## config.mk

```make
export PLATFORM = sky130hd
export DESIGN_NAME = hazard_scoreboard
export DESIGN_NICKNAME = d
export VERILOG_FILES = /design/src/rtl/hazard_pkg.sv /design/src/rtl/sb_counter.sv /design/src/rtl/hazard_scoreboard.sv
export SDC_FILE = /design/constraint.sdc
export NUM_CORES = 1
export LEC_CHECK = 0
export ABC_AREA = 1
export BUFFER_PORTS_ARGS = -buffer_cell sky130_fd_sc_hd__buf_2
export CAP_MARGIN = 10
export CORE_UTILIZATION = 58
export CTS_BUF_LIST = sky130_fd_sc_hd__clkbuf_16
export DETAILED_ROUTE_END_ITERATION = 6
export PLACE_DENSITY = 0.81
export SYNTH_ARGS = -nofsm -noshare
export SYNTH_HDL_FRONTEND = slang
export SYNTH_HIERARCHICAL = 1
export SYNTH_SLANG_ARGS = --single-unit
```

## constraint.sdc

```tcl
create_clock -name clk -period 3.3 [get_ports clk]
set_input_delay 0.165 -clock clk [delete_from_list [all_inputs] [get_ports clk]]
set_output_delay 0.165 -clock clk [all_outputs]
set_load 0.1 [all_outputs]
```

## src/rtl/hazard_pkg.sv

```systemverilog
// Shared scoreboard definitions: FSM state encoding and register-file geometry defaults.
package hazard_pkg;

    localparam int unsigned N_REGS_DEF = 8;
    localparam int unsigned ADDR_W_DEF = 3;
    localparam int unsigned CNT_W_DEF  = 2;

    typedef enum logic [1:0] {
        StRun   = 2'd0,
        StDrain = 2'd1,
        StDone  = 2'd2,
        StHold  = 2'd3
    } sb_state_e;

endpackage

```

## src/rtl/sb_counter.sv

```systemverilog
// One per-register pending-write counter; saturates at both ends so it can never wrap.
module sb_counter
    import hazard_pkg::*;
#(
    parameter int unsigned CNT_W = CNT_W_DEF
) (
    input  logic clk,
    input  logic rst,
    input  logic inc,
    input  logic dec,
    output logic is_zero,
    output logic is_max,
    output logic zero_next
);

    logic [CNT_W-1:0] cnt_q, cnt_d;
    logic             inc_ok, dec_ok;

    assign is_zero = (cnt_q == '0);
    assign is_max  = &cnt_q;
    assign inc_ok  = inc & ~is_max;
    assign dec_ok  = dec & ~is_zero;

    always_comb begin
        cnt_d = cnt_q;
        if (inc_ok && !dec_ok) begin
            cnt_d = cnt_q + CNT_W'(1);
        end else if (dec_ok && !inc_ok) begin
            cnt_d = cnt_q - CNT_W'(1);
        end
    end

    // Lets the drain FSM see a final write-back landing in the same cycle.
    assign zero_next = (cnt_d == '0);

    always_ff @(posedge clk) begin
        if (rst) begin
            cnt_q <= '0;
        end else begin
            cnt_q <= cnt_d;
        end
    end

endmodule

```

## src/rtl/hazard_scoreboard.sv

```systemverilog
// Decode-stage scoreboard: RAW/WAW-overflow stall generation, drain sequencing and
// a saturating stall-cycle counter.
module hazard_scoreboard
    import hazard_pkg::*;
#(
    parameter int unsigned N_REGS = N_REGS_DEF,
    parameter int unsigned ADDR_W = ADDR_W_DEF,
    parameter int unsigned CNT_W  = CNT_W_DEF,
    parameter int unsigned PERF_W = 16
) (
    input  logic              clk,
    input  logic              rst,
    input  logic              id_valid,
    input  logic [ADDR_W-1:0] id_src1_addr,
    input  logic              id_src1_used,
    input  logic [ADDR_W-1:0] id_src2_addr,
    input  logic              id_src2_used,
    input  logic [ADDR_W-1:0] id_dst_addr,
    input  logic              id_reg_write,
    input  logic              wb_reg_write,
    input  logic [ADDR_W-1:0] wb_addr,
    input  logic              drain_req,
    output logic              issue,
    output logic              stall,
    output logic [N_REGS-1:0] pending_mask,
    output logic              drain_done,
    output logic              err,
    output logic [PERF_W-1:0] stall_cycles
);

    sb_state_e         state_q, state_d;
    logic              drain_done_q;
    logic              err_q, err_d;
    logic [PERF_W-1:0] stall_cycles_q, stall_cycles_d;

    logic [N_REGS-1:0] is_zero, is_max, zero_next, inc_vec, dec_vec;
    logic              raw, waw_full;

    for (genvar g = 0; g < N_REGS; g++) begin : g_cnt
        assign inc_vec[g] = issue & id_reg_write & (id_dst_addr == ADDR_W'(g));
        assign dec_vec[g] = wb_reg_write & (wb_addr == ADDR_W'(g));

        sb_counter #(
            .CNT_W (CNT_W)
        ) u_cnt (
            .clk       (clk),
            .rst       (rst),
            .inc       (inc_vec[g]),
            .dec       (dec_vec[g]),
            .is_zero   (is_zero[g]),
            .is_max    (is_max[g]),
            .zero_next (zero_next[g])
        );
    end

    // Hazards use only the registered counts: a write-back this cycle does not bypass.
    assign raw = (id_src1_used & ~is_zero[id_src1_addr])
               | (id_src2_used & ~is_zero[id_src2_addr]);
    assign waw_full = id_reg_write & is_max[id_dst_addr];

    assign issue = ~rst & id_valid & (state_q == StRun) & ~raw & ~waw_full;
    assign stall = ~rst & id_valid & ~issue;

    always_comb begin
        state_d = state_q;
        unique case (state_q)
            StRun:   if (drain_req) state_d = StDrain;
            StDrain: if (&zero_next) state_d = StDone;
            StDone:  state_d = drain_req ? StHold : StRun;
            StHold:  if (!drain_req) state_d = StRun;
            default: state_d = StRun;
        endcase
    end

    assign err_d = err_q | (wb_reg_write & is_zero[wb_addr]);

    always_comb begin
        stall_cycles_d = stall_cycles_q;
        if (stall && !(&stall_cycles_q)) begin
            stall_cycles_d = stall_cycles_q + PERF_W'(1);
        end
    end

    always_ff @(posedge clk) begin
        if (rst) begin
            state_q        <= StRun;
            drain_done_q   <= 1'b0;
            err_q          <= 1'b0;
            stall_cycles_q <= '0;
        end else begin
            state_q        <= state_d;
            drain_done_q   <= (state_d == StDone);
            err_q          <= err_d;
            stall_cycles_q <= stall_cycles_d;
        end
    end

    assign pending_mask = ~is_zero;
    assign drain_done   = drain_done_q;
    assign err          = err_q;
    assign stall_cycles = stall_cycles_q;

endmodule

```

; Yosys cells after proc, flatten, opt, wreduce, memory -nomap -nowiden
; Cells that the tools add are included.
; W data, S select, Z words.
[totals]
ff_bits = 36
output_inout_bits = 28
[op_classes]
n_addsub = 17
order_cmp = 4
eq_ne = 18
n_mux = 29
bitwise = 67
reduce_logical = 63
[op_table]
columns = op, n
row1 = $and A1 B1 Y1, 42
row2 = $mux W2, 20
row3 = $logic_not A2 Y1, 17
row4 = $eq A3 B3 Y1 const B, 8
row5 = $not A1 Y1, 22
row6 = $logic_and A1 B1 Y1, 17
row7 = $logic_not A1 Y1, 17
row8 = $add A16 B1 Y16 const B, 1
row9 = $add A2 B1 Y2 const B, 8
row10 = $lt A3 B4 Y1 const B, 4
row11 = $reduce_and A16 Y1, 1
row12 = $reduce_and A2 Y1, 8
row13 = $sub A2 B1 Y2 const B, 8
row14 = $bmux W1 S3, 4
row15 = $eq A3 B2 Y1 const B, 4
row16 = $not A8 Y8, 1
row17 = $pmux W2 S4, 1
row18 = $reduce_and A8 Y1, 1
row19 = $eq A2 B2 Y1 const B, 3
row20 = $eq A3 B1 Y1 const B, 2
row21 = $logic_not A3 Y1, 2
row22 = $mux W1, 4
row23 = $eq A2 B1 Y1 const B, 1
row24 = $or A1 B1 Y1, 2

; Longest topological paths before layout
; Gate-level depths: netlist of the first run.
[depth]
depth_word = 21
ltp_mapped = 23

; By module
; The synthesis of the first run kept the hierarchy.
[modules_own_cells]
columns = module, n_inst, cells_each, area_per_inst_um2, seq_area_each_um2
row1 = hazard_scoreboard, 1, 313, 1689.1, 400.4
row2 = sb_counter, 8, 29, 166.4, 40.0

; Worst setup path before layout of the first run
; Ideal clock, no wire load.
[synth_path]
kind = reg2out
from = reg g_cnt[5].u_cnt.cnt_q[0]
to = out stall
arrival_ns = 3.769
required_time_ns = 3.135
setup_slack_ns = -0.634
path_stages_with_launch = 13
path_buffers = 1
path_cell_list = dfxtp_1 inv_1 ha_1 nand2_1 nand3_1 nand3_1 nand3_1 nand2_1 inv_2 nand2_4 buf_6 inv_1 nor3_1
[synth_between]
elab_chain_cells = 11
[synth_rtl]
columns = element, line
row1 = start: declaration, sb_counter.sv:16  ; logic [CNT_W-1:0] cnt_q, cnt_d;
row2 = start signal: assignment, sb_counter.sv:40  ; cnt_q <= cnt_d;
row3 = $logic_not A2 Y1 *, sb_counter.sv:19  ; assign is_zero = (cnt_q == '0);
row4 = named net is_zero[5], hazard_scoreboard.sv:36  ; logic [N_REGS-1:0] is_zero, is_max, zero_next, inc_vec, dec_vec;
row5 = "$bmux W1 S3, on equally long branches", "hazard_scoreboard.sv:57, hazard_scoreboard.sv:58"
row6 = "$mux W1, on equally long branches", "hazard_scoreboard.sv:57, hazard_scoreboard.sv:58"
row7 = "$not A1 Y1, on equally long branches", "hazard_scoreboard.sv:57, hazard_scoreboard.sv:58"
row8 = "$and A1 B1 Y1, on equally long branches", "hazard_scoreboard.sv:57, hazard_scoreboard.sv:58"
row9 = $or A1 B1 Y1 *, hazard_scoreboard.sv:58  ; | (id_src2_used & ~is_zero[id_src2_addr]);
row10 = $not A1 Y1 *, hazard_scoreboard.sv:61  ; assign issue = ~rst & id_valid & (state_q == StRun) & ~raw & ~waw_full;
row11 = $and A1 B1 Y1 * (2 in series), hazard_scoreboard.sv:61
row12 = named net issue, hazard_scoreboard.sv:23  ; output logic issue,
row13 = $not A1 Y1 *, hazard_scoreboard.sv:62  ; assign stall = ~rst & id_valid & ~issue;
row14 = $and A1 B1 Y1 *, hazard_scoreboard.sv:62
row15 = end: declaration, hazard_scoreboard.sv:24  ; output logic stall,
; The timed path passes the listed nets; every way through them passes the cells marked *. The select of a mux whose other input is x is not followed.

; Final worst setup path of the first run
[layout_path]
from = reg g_cnt[5].u_cnt.cnt_q[0]
to = reg state_q[0]
[layout_between]
elab_chain_cells = 20
[layout_rtl]
columns = element, line
row1 = $logic_not A2 Y1 *, sb_counter.sv:19
row2 = named net is_zero[5], hazard_scoreboard.sv:36
row3 = "$bmux W1 S3, on equally long branches", "hazard_scoreboard.sv:57, hazard_scoreboard.sv:58"
row4 = "$mux W1, on equally long branches", "hazard_scoreboard.sv:57, hazard_scoreboard.sv:58"
row5 = "$not A1 Y1, on equally long branches", "hazard_scoreboard.sv:57, hazard_scoreboard.sv:58"
row6 = "$and A1 B1 Y1, on equally long branches", "hazard_scoreboard.sv:57, hazard_scoreboard.sv:58"
row7 = $or A1 B1 Y1 *, hazard_scoreboard.sv:58
row8 = $not A1 Y1 *, hazard_scoreboard.sv:61
row9 = [... 4 more ...], --
row10 = named net inc_vec[3], hazard_scoreboard.sv:36
row11 = [... 2 more ...], --
row12 = $logic_and A1 B1 Y1, sb_counter.sv:28  ; end else if (dec_ok && !inc_ok) begin
row13 = $mux W2, sb_counter.sv:28
row14 = $mux W2 *, sb_counter.sv:26  ; if (inc_ok && !dec_ok) begin
row15 = $logic_not A2 Y1 *, sb_counter.sv:34  ; assign zero_next = (cnt_d == '0);
row16 = named net zero_next[3], hazard_scoreboard.sv:36
row17 = $reduce_and A8 Y1 *, hazard_scoreboard.sv:68  ; StDrain: if (&zero_next) state_d = StDone;
row18 = $mux W2 *, hazard_scoreboard.sv:68
row19 = $pmux W2 S4 *, hazard_scoreboard.sv:66  ; unique case (state_q)
row20 = end signal: assignment, hazard_scoreboard.sv:86  ; state_q <= StRun;
row21 = end signal: assignment, hazard_scoreboard.sv:91  ; state_q <= state_d;
row22 = end: declaration, hazard_scoreboard.sv:31  ; sb_state_e state_q, state_d;
; Marks and branches as above.
; A chain may end at the register's enable or synchronous reset.

==> results of run 1 <==
==> area by class of cell <==
type                            instances  area share [%]
Multi-Input combinational cell        375            51.8
Clock buffer                            5            3.57
Tap cell                               67            2.39
Clock inverter                          3           0.500
Inverter                              127            13.6
Sequential cell                        36            20.6
Timing Repair Buffer                   51            7.57
==> state kept, by name, indices dropped and copies added, names as in the netlist <==
name               flops
drain_done             1
err                    1
g_cnt.u_cnt/cnt_q     16
stall_cycles          16
state_q                2
==> worst max path at each step <==
| stage | to | slack [ns] | cells after the start |
|---|---|---|---|
| 2_1_floorplan | stall | 0.23 | 12 |
| 3_3_place_gp | state_q[0] | 0.34 | 22 |
| 3_5_place_dp | state_q[0] | 0.28 | 22 |
| 4_1_cts | state_q[0] | 0.25 | 22 |
| 5_1_grt | state_q[0] | 0.04 | 22 |
| 6_report | state_q[0] | 0.33 | 22 |
==> worst max-delay path, stage by stage (launching register included) <==
cell and delay [ns]:
dfxtp_1 0.33, inv_1 0.08, ha_2 0.23, nand2_1 0.08
nand3_1 0.09, nand3_1 0.07, nand3_1 0.09, nand2_1 0.06
inv_2 0.07, nand2_4 0.05, nor2_2 0.13, nand2_2 0.11
nor2_1 0.14, inv_1 0.05, nor2_1 0.09, nand2_1 0.11
nand3_1 0.11, nand2_1 0.06, nor2_1 0.11, nand4_1 0.13
or3b_2 0.50, o211ai_1 0.10, inv_1 0.06
==> what timing repair did <==
item,in CTS,in global routing
resized for setup,0,14
buffers inserted,0,0
setup endpoints to repair,0,2
==> logic make-up after synthesis <==
logic type	share of synthesized area, %
AO/OA/AOI/OAI	4.64
AND/OR/NAND/NOR	46.7
flip-flops	23.9
XOR/XNOR	0.290
adder cells (fa/ha/maj)	7.04
buffers and inverters	17.4
==> layout by cell type (no fill, tap or decap) <==
cell       synthesis  routed
nand3_1           49      49
o22ai_1            4       4
nor4_1             1       1
a21oi_1           18      18
nand3b_1           2       2
buf_2              1      47
o211ai_1           1       1
clkinv_2           0       1
nand2_4            1       1
inv_2              5       5
nor2_1            66      60
nand4_1           20      20
nor2_2             8      14
nand4_2            1       1
nor3_1             3       2
xnor2_1            1       1
clkinv_1           1       2
o21bai_1           1       1
ha_2               0       6
dfxtp_1           36      36
clkbuf_16          0       5
inv_6              0       1
or3b_2             1       1
inv_1            121     121
nor3_2             0       1
buf_4              0       4
nand2_1          178     176
nand2_2            0       2
ha_1              17      11
or2_2              1       1
o21ai_0            2       2
==> power groups by stage <==
| stage | clock network (mW) | logic, mW | registers, mW |
|---|---|---|---|
| final | 0.472 | 1.22 | 0.554 |
| after global routing | 0.497 | 1.33 | 0.560 |
| after CTS | 0.479 | 1.20 | 0.554 |
| after detailed placement | 0 | 1.19 | 0.563 |
| after global placement | 0 | 1.17 | 0.560 |
| after floorplan | 0 | 0.920 | 0.611 |
==> per-layer routing <==
layer	vias up	track usage, %	part of all wire (%)
met5	-	0	0
met4	0	11.5	1.6
met3	14	3.39	5.0
met2	102	51.9	48
met1	1507	35.3	45
li1	1757	-	-
==> impl_results.md, run 1 <==
- # rows: 25
- Net Sw Power: 1.14 mW
- Post-synth EDFFs: 0
- Clock group share of total power: 21.0%
- Worst-Margin Slew: 0.544 ns
- Reg2reg end: state_q[0]
- Power per cell area: 642 mW/mm2
- Antenna cells: 0
- Vias/cell: 5.09
- Netlist Area Pre-Place: 0.00302 mm2
- Arr. time, crit path: 3.14 ns
- Synth Register Bits: 36
- Reg2reg start: g_cnt[5].u_cnt/cnt_q[0]
- Worst setup SP type: flip-flop
- Sw frac: 50.5%
- DRC violations left: 0
- Largest net degree at the start of global routing: 32
- Area Overhead vs Synth: 15.9%
- WS Path Type: flip-flop to flip-flop
- Setup_tns: 0 ns
- Pre-CTS WS: 0.277 ns
- Fmax: 0.337 GHz
- Internal Power: 1.11 mW
- Max_cap viols: 0
- I/O pin count: 48
- Drt pass-1 iters: 5
- Clock skew: 0.00420 ns
- Hold EP: state_q[0]
- Register-to-Register Path Depth: 22
- Gate Count Post-Synth: 545
- Flip-flop and latch area: 721 um2
- Core Footprint: 0.00488 mm2
- Avg Cell Area, Syn: 5.54 um2
- IO Port Bufs: 47
- Worst VDD drop: 0.476 mV
- Sequential Power Share: 24.6%
- Detailed Route WL: 7.49 mm
- Leading area contributor after synthesis: dfxtp_1
- Reg clk slew, reported paths: 0.06 ns
- CTS root buf: clkbuf_16
- DR iter-0 viols: 265
- Status: complete, no violations
- LEAKAGE: 1.96 nW
- Post-route setup slack: 0.330 ns
- Asr flop ratio synth: 0%
- RSZ-0062 raised after global routing: false
- Fillcell total: 455
- Max-slew violation count: 0
- CP Capture Type: flip-flop
- Setup violators final: 0
- Seq/Total Area, Yosys: 23.9%
- First-pass GRT wire length: 12.5 mm
- CTS tree: built
- Gr usage total: 29.0%
- Multi-input gate area: 0.00181 mm2
- Crit path time final: 2.97 ns
- Netlist cell types: 26
- CTS Sinks: 36
- Fin crit share: 90.0%
- Dpl cells: 656
- Yosys warnings: 6
- Num CTS Buffers: 5
- Vias in the first global route: 3027
- Crit path from: g_cnt[5].u_cnt/cnt_q[0]
- Worst Hold Slack: 0.157 ns
- Worst hold path class: primary input to flip-flop
- Endpoints failing hold: 0
- Top FF cell, synth: dfxtp_1
- Core Util, Final: 71.8%
- Worst hold start: drain_req
- WHS Path Cells: 3
- Htree depth: 2
- Synth top cells by count: 178 x nand2_1, 121 x inv_1, 66 x nor2_1, 49 x nand3_1, 36 x dfxtp_1
- R2R setup slack: 0.33 ns
- Wirelength per Cell: 11.3 um
- Starting Density: 61.9%
- Top cell type's share of synthesized area: 23.9%
- Die height: 74.2 um
- Ranking of synthesized cells by area: dfxtp_1 24%, nand2_1 22%, inv_1 15%, nor2_1 8.2%, nand3_1 8.1%
- Final Non-Filler Cells: 664
- Detail Placement HPWL: 5.69 mm
- Most numerous cell in the Yosys netlist: nand2_1
- Final Instance Area: 0.00350 mm2
- Routed vias: 3380
- Syn nets: 582
- Layout cells sized above 1: 15.1%
- Comb pwr share: 54.4%
- Hold Buf Count CTS: 0
- Placed standard-cell area: 0.00332 mm2
- Slew headroom: 63.5%
- CP required: 3.47 ns
- Nets: 633
- Die width: 74.2 um
- Final Power: 2.25 mW
- Clk buf depth: 2
- Initial antenna violation count: 0
- Max FO, Critical Path: 5
- Routability congestion estimate: 1.03
- Post-DRT Antenna Nets: 0
- Total die area: 0.00550 mm2
- Worst-Skew Late Latency: 0.28 ns
- Gr ovfl total: 0
(Power assumes the default switching activity.)
==> run 2: changes to the inputs <==
--- a/config.mk
+++ b/config.mk
@@ -6,12 +6,14 @@
 export NUM_CORES = 1
 export LEC_CHECK = 0
 export ABC_AREA = 1
+export ABC_CLOCK_PERIOD_IN_PS = 3300
 export BUFFER_PORTS_ARGS = -buffer_cell sky130_fd_sc_hd__buf_2
 export CAP_MARGIN = 10
 export CORE_UTILIZATION = 58
 export CTS_BUF_LIST = sky130_fd_sc_hd__clkbuf_16
 export DETAILED_ROUTE_END_ITERATION = 6
 export PLACE_DENSITY = 0.81
+export RECOVER_POWER = 50
 export SYNTH_ARGS = -nofsm -noshare
 export SYNTH_HDL_FRONTEND = slang
 export SYNTH_HIERARCHICAL = 1
==> run 2 against run 1 <==
  * Total power is 0.79% lower
  * Die area unchanged
  * Worst hold slack about the same
  * Non-clock buffer count unchanged
  * First-iteration DRC count shrank 9.1%
  * Global-route usage unchanged
  * Critical path depth stayed put
  * Cell area is 1.0% lower
  * Sequential share of layout area increased by 0.22 points
  * Critical endpoint unchanged
  * Largest cell class unchanged
==> impl_results.md, run 2 (synthesized netlist as in run 1, its figures left out) <==
- Die height: 74.2 um (unchanged)
- CTS tree: built
- CP required: 3.47 ns (about the same)
- Fmax: 0.334 GHz (-0.89%)
- Worst setup SP type: flip-flop
- DR iter-0 viols: 241 (-9.1%)
- Routed vias: 3367 (-0.38%)
- Routability congestion estimate: 1.03 (unchanged)
- CP Cell Sequence: inv_1, ha_2, nand2_1, nand3_1, nand3_1, nand3_1, nand2_1, inv_2, nand2_4, nor2_2, nand2_2, nor2_1, inv_1, nor2_1, nand2_1, nand3_1, nand2_1, nor2_1, nand4_1, or3b_2, o211ai_1, inv_1
- Layout cells sized above 1: 10.6% (-4.5 points)
- Power per cell area: 644 mW/mm2 (+0.25%)
- Clk buf depth: 2 (unchanged)
- Clock skew: 0.00456 ns (+0.000362 ns)
- Gr usage total: 29.0% (unchanged)
- Setup violators final: 0 (unchanged)
- Fillcell total: 476 (+4.6%)
- Worst-Margin Slew: 1.19 ns (+0.648 ns)
- Vias in the first global route: 3027 (unchanged)
- Vias/cell: 5.07 (-0.38%)
- I/O pin count: 48 (unchanged)
- Area Overhead vs Synth: 14.7%
- Max_cap viols: 0 (unchanged)
- RSZ-0062 raised after global routing: false
- Wirelength per Cell: 11.3 um (+0.12%)
- Crit path time final: 3.00 ns (+0.0267 ns)
- WS Path Type: flip-flop to flip-flop
- Detailed Route WL: 7.50 mm (+0.12%)
- Delay of the slowest cell on the worst path: 0.50 ns (about the same)
- Max FO, Critical Path: 5 (unchanged)
- Most common library cell in the layout ignoring fill and taps: nand2_1
- Status: complete, no violations
- Starting Density: 61.9% (unchanged)
- CTS Sinks: 36 (unchanged)
- Initial antenna violation count: 0 (unchanged)
- Gr ovfl total: 0 (unchanged)
- Max-slew violation count: 0 (unchanged)
- Largest net degree at the start of global routing: 32 (unchanged)
- WHS Path Cells: 3 (unchanged)
- LEAKAGE: 1.84 nW (-5.8%)
- CP Capture Type: flip-flop
- Htree depth: 2 (unchanged)
- Worst hold path class: primary input to flip-flop
- Nets: 633 (unchanged)
- Worst VDD drop: 0.465 mV (-2.3%)
- Reg clk slew, reported paths: 0.06 ns (about the same)
- First-pass GRT wire length: 12.5 mm (unchanged)
- Antenna cells: 0 (unchanged)
- IO Port Bufs: 47 (unchanged)
- Worst path slowest cell: or3b_2
- Detail Placement HPWL: 5.69 mm (unchanged)
- Most frequent cells in the layout: 176 x nand2_1, 121 x inv_1, 60 x nor2_1
- Drt pass-1 iters: 5 (unchanged)
- CTS root buf: clkbuf_16
- Fin crit share: 90.8% (+0.81 points)
- Hold Buf Count CTS: 0 (unchanged)
- Setup_tns: 0 ns (unchanged)
- Arr. time, crit path: 3.17 ns (+0.03 ns)
- Dpl cells: 656 (unchanged)
- Register-to-Register Path Depth: 22 (unchanged)
- # rows: 25 (unchanged)
- Worst-Skew Late Latency: 0.28 ns (about the same)
- Num CTS Buffers: 5 (unchanged)
- Total die area: 0.00550 mm2 (unchanged)
- Final Power: 2.23 mW (-0.79%)
- Core Footprint: 0.00488 mm2 (unchanged)
- Worst Hold Slack: 0.157 ns (-0.0000380 ns)
- DRC violations left: 0 (unchanged)
- Endpoints failing hold: 0 (unchanged)
- Final Non-Filler Cells: 664 (unchanged)
- Die width: 74.2 um (unchanged)
- Slew headroom: 20.8% (-43 points)
- Post-DRT Antenna Nets: 0 (unchanged)
## run 2: cell types whose count changed in the layout (fill, tap and decap cells not counted)
cell / before / now
clkbuf_1: 0 / 27
buf_2: 47 / 21
buf_4: 4 / 3
## run 2: area by class of cell
type                    count  area, um2  area share (%)
flip-flops and latches     36        721            20.8
inverters                 127        477            13.8
multi-input cells         375       1810            52.3
clock buffers               5        125            3.61
well taps                  67       83.8            2.42
clock inverters             3       17.5           0.505
repair buffers             51        229            6.61
## run 2: path summary, 6_finish.rpt
check / startpoint / endpoint / slack [ns]
worst min-delay path: drain_req / state_q[0] / 0.16
worst min register to register: err / err / 0.48
worst max-delay path: g_cnt[5].u_cnt/cnt_q[0] / state_q[0] / 0.30
worst max register to register: g_cnt[5].u_cnt/cnt_q[0] / state_q[0] / 0.30
## run 2: through the flow
| step | utilization, % | cell area [um2] | setup WS [ns] |
|---|---|---|---|
| finish | 71.0 | 3470 | 0.303 |
| global route | 71.0 | 3470 | 0.0378 |
| CTS | 71.1 | 3470 | 0.254 |
| detailed placement | 68.1 | 3320 | 0.277 |
| global placement | 68.1 | 3320 | 0.340 |
| floorplan | - | 3030 | 0.233 |
## run 2: worst max-delay path: cells and delay by family (launching register included)
family          cells  cell delay (ns)
fa+ha+maj           1             0.23
simple gates       16             1.97
compound gates      1             0.10
flops               1             0.33
buf+inv             4             0.26
## run 2: power by group
part           switching (mW)  internal (mW)
clock                   0.193          0.279
combinational           0.895          0.310
sequential             0.0513          0.503
## run 2: routing by layer
metal  part of all wire [%]  global-route usage, %
met4                    1.7                   11.5
met2                     48                   51.9
met5                      0                      0
met3                    4.7                   3.39
met1                     46                   35.3
## run 2: repair_timing
item | in CTS | in global routing
endpoints found under the setup margin | 0 | 2
gates resized for setup | 0 | 14
setup buffers | 0 | 0
